<file path="config.mk">
export PLATFORM = sky130hd
export DESIGN_NAME = seq_display
export DESIGN_NICKNAME = d
export VERILOG_FILES = /design/src/rtl/seq_display.sv
export SDC_FILE = /design/constraint.sdc
export NUM_CORES = 1
export LEC_CHECK = 0
export CAP_MARGIN = 20
export CORE_MARGIN = 1.5
export CORE_UTILIZATION = 60
export CTS_BUF_LIST = sky130_fd_sc_hd__clkbuf_4 sky130_fd_sc_hd__clkbuf_8
export DETAILED_ROUTE_END_ITERATION = 16
export HOLD_SLACK_MARGIN = 0.05
export PLACE_DENSITY_LB_ADDON = 0.15
export SYNTH_ARGS = -nofsm -noshare
export SYNTH_HDL_FRONTEND = slang
export SYNTH_SLANG_ARGS = --single-unit
</file>
<file path="constraint.sdc">
create_clock -name clk_1k -period 5.05 [get_ports clk_1k]
set_clock_uncertainty 0.05 [all_clocks]
set_input_delay 0.7575 -clock clk_1k [delete_from_list [all_inputs] [get_ports clk_1k]]
set_output_delay 0.7575 -clock clk_1k [all_outputs]
set_load 0.01 [all_outputs]
</file>
<file path="src/rtl/seq_display.sv">
// seq_display: resynchronises the 6-bit launch sequence address into the
// 1 kHz scan domain. It decodes idle / ready / countdown / launch phases from
// the accepted value and drives:
//   - a 2-digit multiplexed 7-segment display,
//   - a launch LED,
//   - a tick / launch buzzer.
// Ports:
//   clk_1k  in   scan clock, all state on posedge
//   rst     in   asynchronous reset, active-low
//   seq     in   [5:0] sequence address, asynchronous to clk_1k
//   seg     out  [6:0] segments a..g, active-high, bit0 = a
//   sel     out  [1:0] digit selects, active-low, sel[1] = tens, sel[0] = units
//   led     out  launch indicator
//   buzz    out  buzzer drive
module seq_display #(
    parameter int unsigned SCAN_DIV = 4,
    parameter int unsigned BEEP_LEN = 100
) (
    input  logic       clk_1k,
    input  logic       rst,
    input  logic [5:0] seq,
    output logic [6:0] seg,
    output logic [1:0] sel,
    output logic       led,
    output logic       buzz
);

    localparam int unsigned SCAN_W = (SCAN_DIV > 1) ? $clog2(SCAN_DIV) : 1;
    localparam int unsigned BEEP_W = $clog2(BEEP_LEN + 1);
    localparam logic [SCAN_W-1:0] SCAN_LAST = SCAN_W'(SCAN_DIV - 1);
    localparam logic [BEEP_W-1:0] BEEP_INIT = BEEP_W'(BEEP_LEN);

    localparam logic [6:0] PAT_R = 7'b1010000;
    localparam logic [6:0] PAT_D = 7'b1011110;

    typedef enum logic [1:0] {
        PH_IDLE,
        PH_READY,
        PH_COUNT,
        PH_LAUNCH
    } phase_t;

    // Standard 7-segment font, bit0 = a.
    function automatic logic [6:0] font(input logic [3:0] d);
        logic [6:0] p;
        case (d)
            4'd0:    p = 7'b0111111;
            4'd1:    p = 7'b0000110;
            4'd2:    p = 7'b1011011;
            4'd3:    p = 7'b1001111;
            4'd4:    p = 7'b1100110;
            4'd5:    p = 7'b1101101;
            4'd6:    p = 7'b1111101;
            4'd7:    p = 7'b0000111;
            4'd8:    p = 7'b1111111;
            4'd9:    p = 7'b1101111;
            default: p = 7'b0000000;
        endcase
        return p;
    endfunction

    logic [5:0]        s1;
    logic [5:0]        s2;
    logic [5:0]        cur;
    logic [SCAN_W-1:0] scan_cnt;
    logic              ptr;
    logic [BEEP_W-1:0] beep_cnt;

    logic [5:0]        cur_nx;
    logic              accept;
    logic              load;
    phase_t            phase;
    logic [4:0]        value;
    logic [1:0]        tens;
    logic [3:0]        units;
    logic [6:0]        tens_pat;
    logic [6:0]        units_pat;
    logic [SCAN_W-1:0] scan_nx;
    logic              ptr_nx;
    logic [BEEP_W-1:0] beep_nx;
    logic [6:0]        seg_nx;
    logic [1:0]        sel_nx;
    logic              led_nx;
    logic              buzz_nx;

    // Capture acceptance and new-countdown-value detection.
    // s2 is accepted once the synchroniser holds the same value in both stages,
    // i.e. two equal consecutive samples; 1-cycle glitches never satisfy this.
    always_comb begin
        accept = 1'b0;
        cur_nx = cur;
        load   = 1'b0;
        if (s1 == s2) begin
            accept = 1'b1;
            cur_nx = s2;
        end
        load = accept && (s2 != cur) && (s2 >= 6'd2) && (s2 <= 6'd31);
    end

    // Phase and decimal decode of the value being accepted this edge.
    always_comb begin
        phase = PH_COUNT;
        value = 5'd0;
        tens  = 2'd0;
        units = 4'd0;
        if (cur_nx == 6'd0) begin
            phase = PH_IDLE;
        end else if (cur_nx == 6'd1) begin
            phase = PH_READY;
        end else if (cur_nx[5]) begin
            phase = PH_LAUNCH;
        end
        value = (phase == PH_LAUNCH) ? cur_nx[4:0] : 5'(6'd32 - cur_nx);
        if (value >= 5'd30) begin
            tens  = 2'd3;
            units = 4'(value - 5'd30);
        end else if (value >= 5'd20) begin
            tens  = 2'd2;
            units = 4'(value - 5'd20);
        end else if (value >= 5'd10) begin
            tens  = 2'd1;
            units = 4'(value - 5'd10);
        end else begin
            tens  = 2'd0;
            units = 4'(value);
        end
    end

    // Digit patterns, scan sequencing, beep and registered output values.
    always_comb begin
        tens_pat  = 7'd0;
        units_pat = 7'd0;
        scan_nx   = scan_cnt + SCAN_W'(1);
        ptr_nx    = ptr;
        beep_nx   = '0;
        buzz_nx   = 1'b0;

        case (phase)
            PH_IDLE: begin
                tens_pat  = 7'd0;
                units_pat = 7'd0;
            end
            PH_READY: begin
                tens_pat  = PAT_R;
                units_pat = PAT_D;
            end
            default: begin
                tens_pat  = font({2'b00, tens});
                units_pat = font(units);
            end
        endcase

        if (scan_cnt == SCAN_LAST) begin
            scan_nx = '0;
            ptr_nx  = ~ptr;
        end

        // Launch phase carries no tick beeps; a pending tick is dropped there.
        if (load) begin
            beep_nx = BEEP_INIT;
        end else if (cur_nx[5]) begin
            beep_nx = '0;
        end else if (beep_cnt != '0) begin
            beep_nx = beep_cnt - BEEP_W'(1);
        end

        if ((cur_nx == 6'd32) || (beep_nx != '0)) begin
            buzz_nx = ~buzz;
        end

        // Select follows the current pointer so each digit is held SCAN_DIV cycles.
        seg_nx = ptr ? tens_pat : units_pat;
        sel_nx = ptr ? 2'b01 : 2'b10;
        led_nx = cur_nx[5];
    end

    // State and output registers.
    always_ff @(posedge clk_1k or negedge rst) begin
        if (!rst) begin
            s1       <= '0;
            s2       <= '0;
            cur      <= '0;
            scan_cnt <= '0;
            ptr      <= 1'b0;
            beep_cnt <= '0;
            seg      <= 7'd0;
            sel      <= 2'b11;
            led      <= 1'b0;
            buzz     <= 1'b0;
        end else begin
            s1       <= seq;
            s2       <= s1;
            cur      <= cur_nx;
            scan_cnt <= scan_nx;
            ptr      <= ptr_nx;
            beep_cnt <= beep_nx;
            seg      <= seg_nx;
            sel      <= sel_nx;
            led      <= led_nx;
            buzz     <= buzz_nx;
        end
    end

endmodule

</file>
==> results_dict.tcl, run 1 <==
set metrics [dict create \
    fp-row-count 22 \
    powerDensity_nw_per_um2 665 \
    tns_ns 0 \
    htreeDepth 2 \
    antenna_found_initial 0 \
    totalWireLength_um 4550 \
    synthXorXnorAreaFrac_pct 9.53 \
    fmax_ghz 0.214 \
    synth-compound-area-share_pct 17.0 \
    clock_sinks 38 \
    start_util_pct 63.5 \
    portBuffers 18 \
    numCtsBuffers 5 \
    vias_per_cell 5.92 \
    first_global_vias 1769 \
    antennaDiodeCount 0 \
    finalSetupViolations 0 \
    post_cts_buffers 0 \
    p_sw_uw 801 \
    critPathCaptureType "flop" \
    clock_power_share_pct 12.1 \
    syn_avg_cell_area_sq_um 9.91 \
    dr_total_vias 1817 \
    switching_share_pct 45.2 \
    cts_tree "done" \
    die_w_um 65.9 \
    yosysUniqueCellTypes 64 \
    nets 280 \
    synth_fa_ha_area_share_pct 7.37 \
    slowest_stage "dfrtp_1" \
    grt_max_degree 39 \
    clock_latency_ns 0.30 \
    wl_per_cell_um 14.8 \
    fin_crit_sh_pct 92.5 \
    ant_nets 0 \
    outcome "finished, final reports clean" \
    start_kind "flop" \
    ys.flop_type "dfrtp_1" \
    yosys_warnings 0 \
    synthArstFlopShare_pct 100 \
    drcViolationCount 0 \
    core-area_sq_um 3740 \
    drive_gt1_share_pct 14.7 \
    io_pins 19 \
    synth_top_family_by_area "simple AND/OR/NAND/NOR gates" \
    cp.required_ns 5.17 \
    dieHeight_um 65.9 \
    drv_slew 0 \
    crit_arrival_ns 4.79 \
    seq_power_share_pct 25.4 \
    placed_cell_area_sq_um 2570 \
    gp_congestion 0.917 \
    worstPathMaxFanout 7 \
    tightest_slew_ns 0.923 \
    drt_iter0_drc 77 \
    critical-path-top-delay-family "compound AO/OA/AOI/OAI gates" \
    yosysSeqAreaShare_pct 40.1 \
    synth_simple_gate_area_share_pct 18.5 \
    syn_area_sq_um 2380 \
    hpwl_um 3350 \
    synth-seq-cells 38 \
    synth_cells 240 \
    synth_area_leader_cell "dfrtp_1" \
    drv_cap 0 \
    synth_top_area_share_pct 37.9 \
    ctsResizeCount 0 \
    grt_overflow 0 \
    final_area_sq_um 2660 \
    fillers 285 \
    grt_first_pass_wirelength_um 7950 \
    layout_min_cycle_time_ns 4.67 \
    internal_power_uw 971 \
    die_area_sq_um 4350 \
    path_class "reg2reg" \
    maxSlewHeadroom_pct 38.2 \
    path_cells "xnor2_1 > and3_2 > mux2i_1 > nand2_1 > inv_1 > ha_1 > nor2_1 > xnor2_1 > o21ai_1 > nand2_1 > inv_1 > ha_1 > inv_1 > o311ai_1 > a211oi_2 > a21o_4 > xnor2_4 > inv_2 > ha_1 > a21boi_0 > o32a_1" \
    path_clk_slew_ns 0.08 \
    area_growth_pct 12.1 \
    clock_path_buffers 2 \
    max_stage_delay_ns 0.48 \
    power_leakage_uw 0.00118 \
    yosysMostFrequentCell "dfrtp_1" \
    synthesis.nets 262 \
    yosys-top-cells-count "dfrtp_1, nand2_1, nor2_1" \
    multiInputGateArea_sq_um 1320 \
    synth_edf_count 0 \
    root_buffer "clkbuf_8" \
    cts_hold_buf 0 \
    critical_path_buf_inv_count 4 \
    hold_violations 0 \
    track_usage_pct 24.2 \
    p_comb_share_pct 62.4 \
    holdCritPathClass "reg2reg" \
    register_area_sq_um 953 \
    drt-pass1-iter-count 4 \
    muxShareOfSynthArea_pct 3.16 \
    grt_setup_unrepaired "no" \
    peakVddDrop_uv 299 \
    synthTopCellsByArea "dfrtp_1, ha_1, xnor2_1" \
]
-- metrics by stage --
stage	util (%)	std cells	worst slack, ns	total power (uW)	hold slack [ns]
6_report	71.2	307	0.377	1770	0.340
3_5_place_dp	68.6	299	0.432	1540	0.330
3_3_place_gp	68.6	299	0.496	1530	0.328
5_1_grt	71.2	307	0.0675	1910	0.350
4_1_cts	71.2	307	0.418	1760	0.347
2_1_floorplan	-	240	0.717	1300	0.323
-- path summary, 6_finish.rpt --
kind	depth (start not counted)	from	end	slack (ns)
min in group asynchronous	1	rst	cur[2]	0.49
min reg2reg	0	s1[3]	s2[3]	0.34
max in group asynchronous	1	rst	seg[1]	3.95
min	0	s1[3]	s2[3]	0.34
max reg2reg	21	s2[3]	seg[1]	0.38
max	21	s2[3]	seg[1]	0.38
-- state kept, by name, indices dropped and copies added (netlist names) --
register  flops
beep_cnt      7
buzz          1
cur           6
ptr           1
s1            6
s2            6
scan_cnt      2
seg           7
sel           2
-- cell usage in the layout (no fill, tap or decap), types with 2 or more instances in the layout --
cell type,netlist,layout
dfrtp_1,36,36
nand2_1,26,26
nor2_1,21,21
clkdlybuf4s50_1,0,17
ha_1,14,14
xnor2_1,13,13
a21oi_1,12,12
inv_1,11,11
nor3_1,8,8
nand3_1,7,7
xor2_1,6,6
o21ai_0,6,6
clkbuf_8,0,6
a31oi_1,4,4
and3_2,3,3
nor2b_1,3,3
nand4_1,3,3
xor2_2,2,2
mux2_4,2,2
mux2i_1,2,2
o41ai_1,2,2
a211oi_2,2,2
a211o_1,2,2
nor4_1,2,2
nand2b_1,2,2
a21o_2,2,2
o211ai_1,2,2
a21boi_0,2,2
a41oi_1,2,2
buf_4,2,2
dfstp_2,2,2
-- cells by family after synthesis --
family,after synthesis
buffers and inverters,21
AND/OR/NAND/NOR,87
XOR/XNOR,22
adder cells (fa/ha/maj),14
AO/OA/AOI/OAI,52
flip-flops,38
multiplexers,6
-- power by group through the flow --
stage	Sequential [uW]	Combinational [uW]	Clock, uW
after floorplan	449	846	0
after global placement	452	1080	0
after detailed placement	456	1090	0
after CTS	450	1090	222
after global routing	462	1210	236
final	450	1110	215
-- per-layer routing --
metal  up-vias  track usage (%)  part of all wire, %
met5         -                0                    0
met1       881             32.0                   46
met4         0             7.40                  1.4
met3         8             5.79                  4.6
met2        49             39.5                   48
li1        879                -                    -
-- cell type report --
| class | count | area share [%] |
|---|---|---|
| Multi-Input combinational cell | 181 | 49.6 |
| Sequential cell | 38 | 35.8 |
| Timing Repair Buffer | 20 | 7.14 |
| Clock buffer | 6 | 3.10 |
| Tap cell | 48 | 2.25 |
| Inverter | 12 | 1.69 |
| Clock inverter | 2 | 0.470 |
Power figures use the tool's default switching activity.
==> inputs of run 2 (changes only) <==
Settings changed: CORE_MARGIN 1.5 to 1.
==> run 2 against run 1 <==
  * Worst hold slack improved by 0.010 ns
  * Total power rose by 0.12%
  * Critical path type unchanged
  * Setup slack improved by 0.041 ns
  * Die area fell by 3.0%
  * Routed wire length rose by 0.51%
  * Combinational power barely moved
==> results_dict.tcl, run 2 (synthesized netlist as in run 1, its figures left out) <==
set metrics [dict create \
    p_comb_share_pct 62.5 \
    critPathCaptureType "flop" \
    cp.required_ns 5.17 \
    post_cts_buffers 0 \
    die_area_sq_um 4220 \
    start_util_pct 63.5 \
    holdCritPathClass "reg2reg" \
    fmax_ghz 0.216 \
    start_kind "flop" \
    wl_per_cell_um 14.9 \
    io_pins 19 \
    root_buffer "clkbuf_8" \
    cts_hold_buf 0 \
    finalSetupViolations 0 \
    hpwl_um 3400 \
    drv_slew 0 \
    drv_cap 0 \
    drive_gt1_share_pct 14.7 \
    seq_power_share_pct 25.2 \
    portBuffers 18 \
    cts_tree "done" \
    slowest_stage "o41ai_1" \
    hold_violations 0 \
    drt-pass1-iter-count 4 \
    clock_sinks 38 \
    switching_share_pct 45.0 \
    fillers 284 \
    powerDensity_nw_per_um2 666 \
    maxSlewHeadroom_pct 36.5 \
    vias_per_cell 5.87 \
    grt_max_degree 39 \
    grt_first_pass_wirelength_um 7820 \
    final_common_cell "dfrtp_1" \
    clock_latency_ns 0.29 \
    ctsResizeCount 0 \
    tns_ns 0 \
    dr_total_vias 1801 \
    top_regs "beep_cnt (7), seg (7)" \
    clock_power_share_pct 12.3 \
    p_sw_uw 798 \
    internal_power_uw 977 \
    clock_path_buffers 2 \
    grt_setup_unrepaired "no" \
    crit_arrival_ns 4.75 \
    nets 280 \
    first_global_vias 1686 \
    area_growth_pct 12.1 \
    path_clk_slew_ns 0.07 \
    antennaDiodeCount 0 \
    gp_congestion 0.901 \
    core-area_sq_um 3740 \
    worstPathMaxFanout 7 \
    drcViolationCount 0 \
    fin_crit_sh_pct 91.7 \
    htreeDepth 2 \
    drt_iter0_drc 154 \
    totalWireLength_um 4580 \
    grt_overflow 0 \
    path_cells "xor2_2 > o41ai_1 > nand2_1 > inv_1 > ha_1 > nor2_1 > xnor2_1 > o21ai_1 > nand2_1 > inv_1 > ha_1 > inv_1 > o311ai_1 > a211oi_2 > a21o_4 > xnor2_4 > inv_2 > ha_1 > a21boi_0 > o32a_1" \
    outcome "finished, final reports clean" \
    peakVddDrop_uv 342 \
    numCtsBuffers 5 \
    antenna_found_initial 0 \
    ant_nets 0 \
    power_leakage_uw 0.00118 \
    max_stage_delay_ns 0.49 \
    layout_common_cells "dfrtp_1, nand2_1, nor2_1" \
    fin_util_pct 71.2 \
    layout_min_cycle_time_ns 4.63 \
    fp-row-count 22 \
    tightest_slew_ns 0.948 \
    die_w_um 64.9 \
    track_usage_pct 24.5 \
    dieHeight_um 64.9 \
    path_class "reg2reg" \
]
==> run 2: stage by stage <==
| stage | hold slack, ns | cells | area, sq um | total power (uW) | worst slack (ns) |
|---|---|---|---|---|---|
| 3_3_place_gp | 0.329 | 299 | 2570 | 1530 | 0.481 |
| 5_1_grt | 0.354 | 307 | 2660 | 1910 | 0.0817 |
| 3_5_place_dp | 0.334 | 299 | 2570 | 1550 | 0.452 |
| 2_1_floorplan | 0.323 | 240 | 2380 | 1300 | 0.717 |
| 6_report | 0.351 | 307 | 2660 | 1770 | 0.418 |
| 4_1_cts | 0.349 | 307 | 2660 | 1770 | 0.421 |
==> run 2: final timing paths <==
check                               to  start  depth (start not counted)  slack [ns]
max                             seg[1]  s2[1]                         20        0.42
min reg2reg                      s2[5]  s1[5]                          0        0.35
max in group asynchronous        s1[3]    rst                          1        3.92
max reg2reg                     seg[1]  s2[1]                         20        0.42
min in group asynchronous  beep_cnt[4]    rst                          1        0.50
min                              s2[5]  s1[5]                          0        0.35
==> run 2: final cells by class <==
class | count | area, sq um | area share (%)
Multi-Input combinational cell | 181 | 1320 | 49.6
Clock inverter | 1 | 5.00 | 0.188
Timing Repair Buffer | 20 | 190 | 7.14
Sequential cell | 38 | 953 | 35.8
Tap cell | 48 | 60.1 | 2.25
Inverter | 12 | 45.0 | 1.69
Clock buffer | 7 | 90.1 | 3.38
==> run 2: critical path, delay by kind of cell, from the launching register on <==
family / cells / cell delay, ns
AO/OA/AOI/OAI: 7 / 1.84
adder cells (fa/ha/maj): 3 / 0.69
XOR/XNOR: 3 / 0.62
buffers and inverters: 4 / 0.47
flip-flops: 1 / 0.46
AND/OR/NAND/NOR: 3 / 0.36
==> run 2: power by group through the flow <==
stage / Clock [uW] / Combinational [uW] / Sequential, uW
after floorplan: 0 / 846 / 449
after global routing: 234 / 1220 / 456
after global placement: 0 / 1080 / 451
final: 218 / 1110 / 447
after detailed placement: 0 / 1100 / 454
after CTS: 221 / 1100 / 447
==> run 2: routing by layer <==
metal	up-vias	GRT usage, %	share of wire [%]
li1	878	-	-
met1	869	33.8	48
met2	49	38.0	46
met3	5	4.58	4.9
met4	0	9.72	0.96
met5	-	0	0
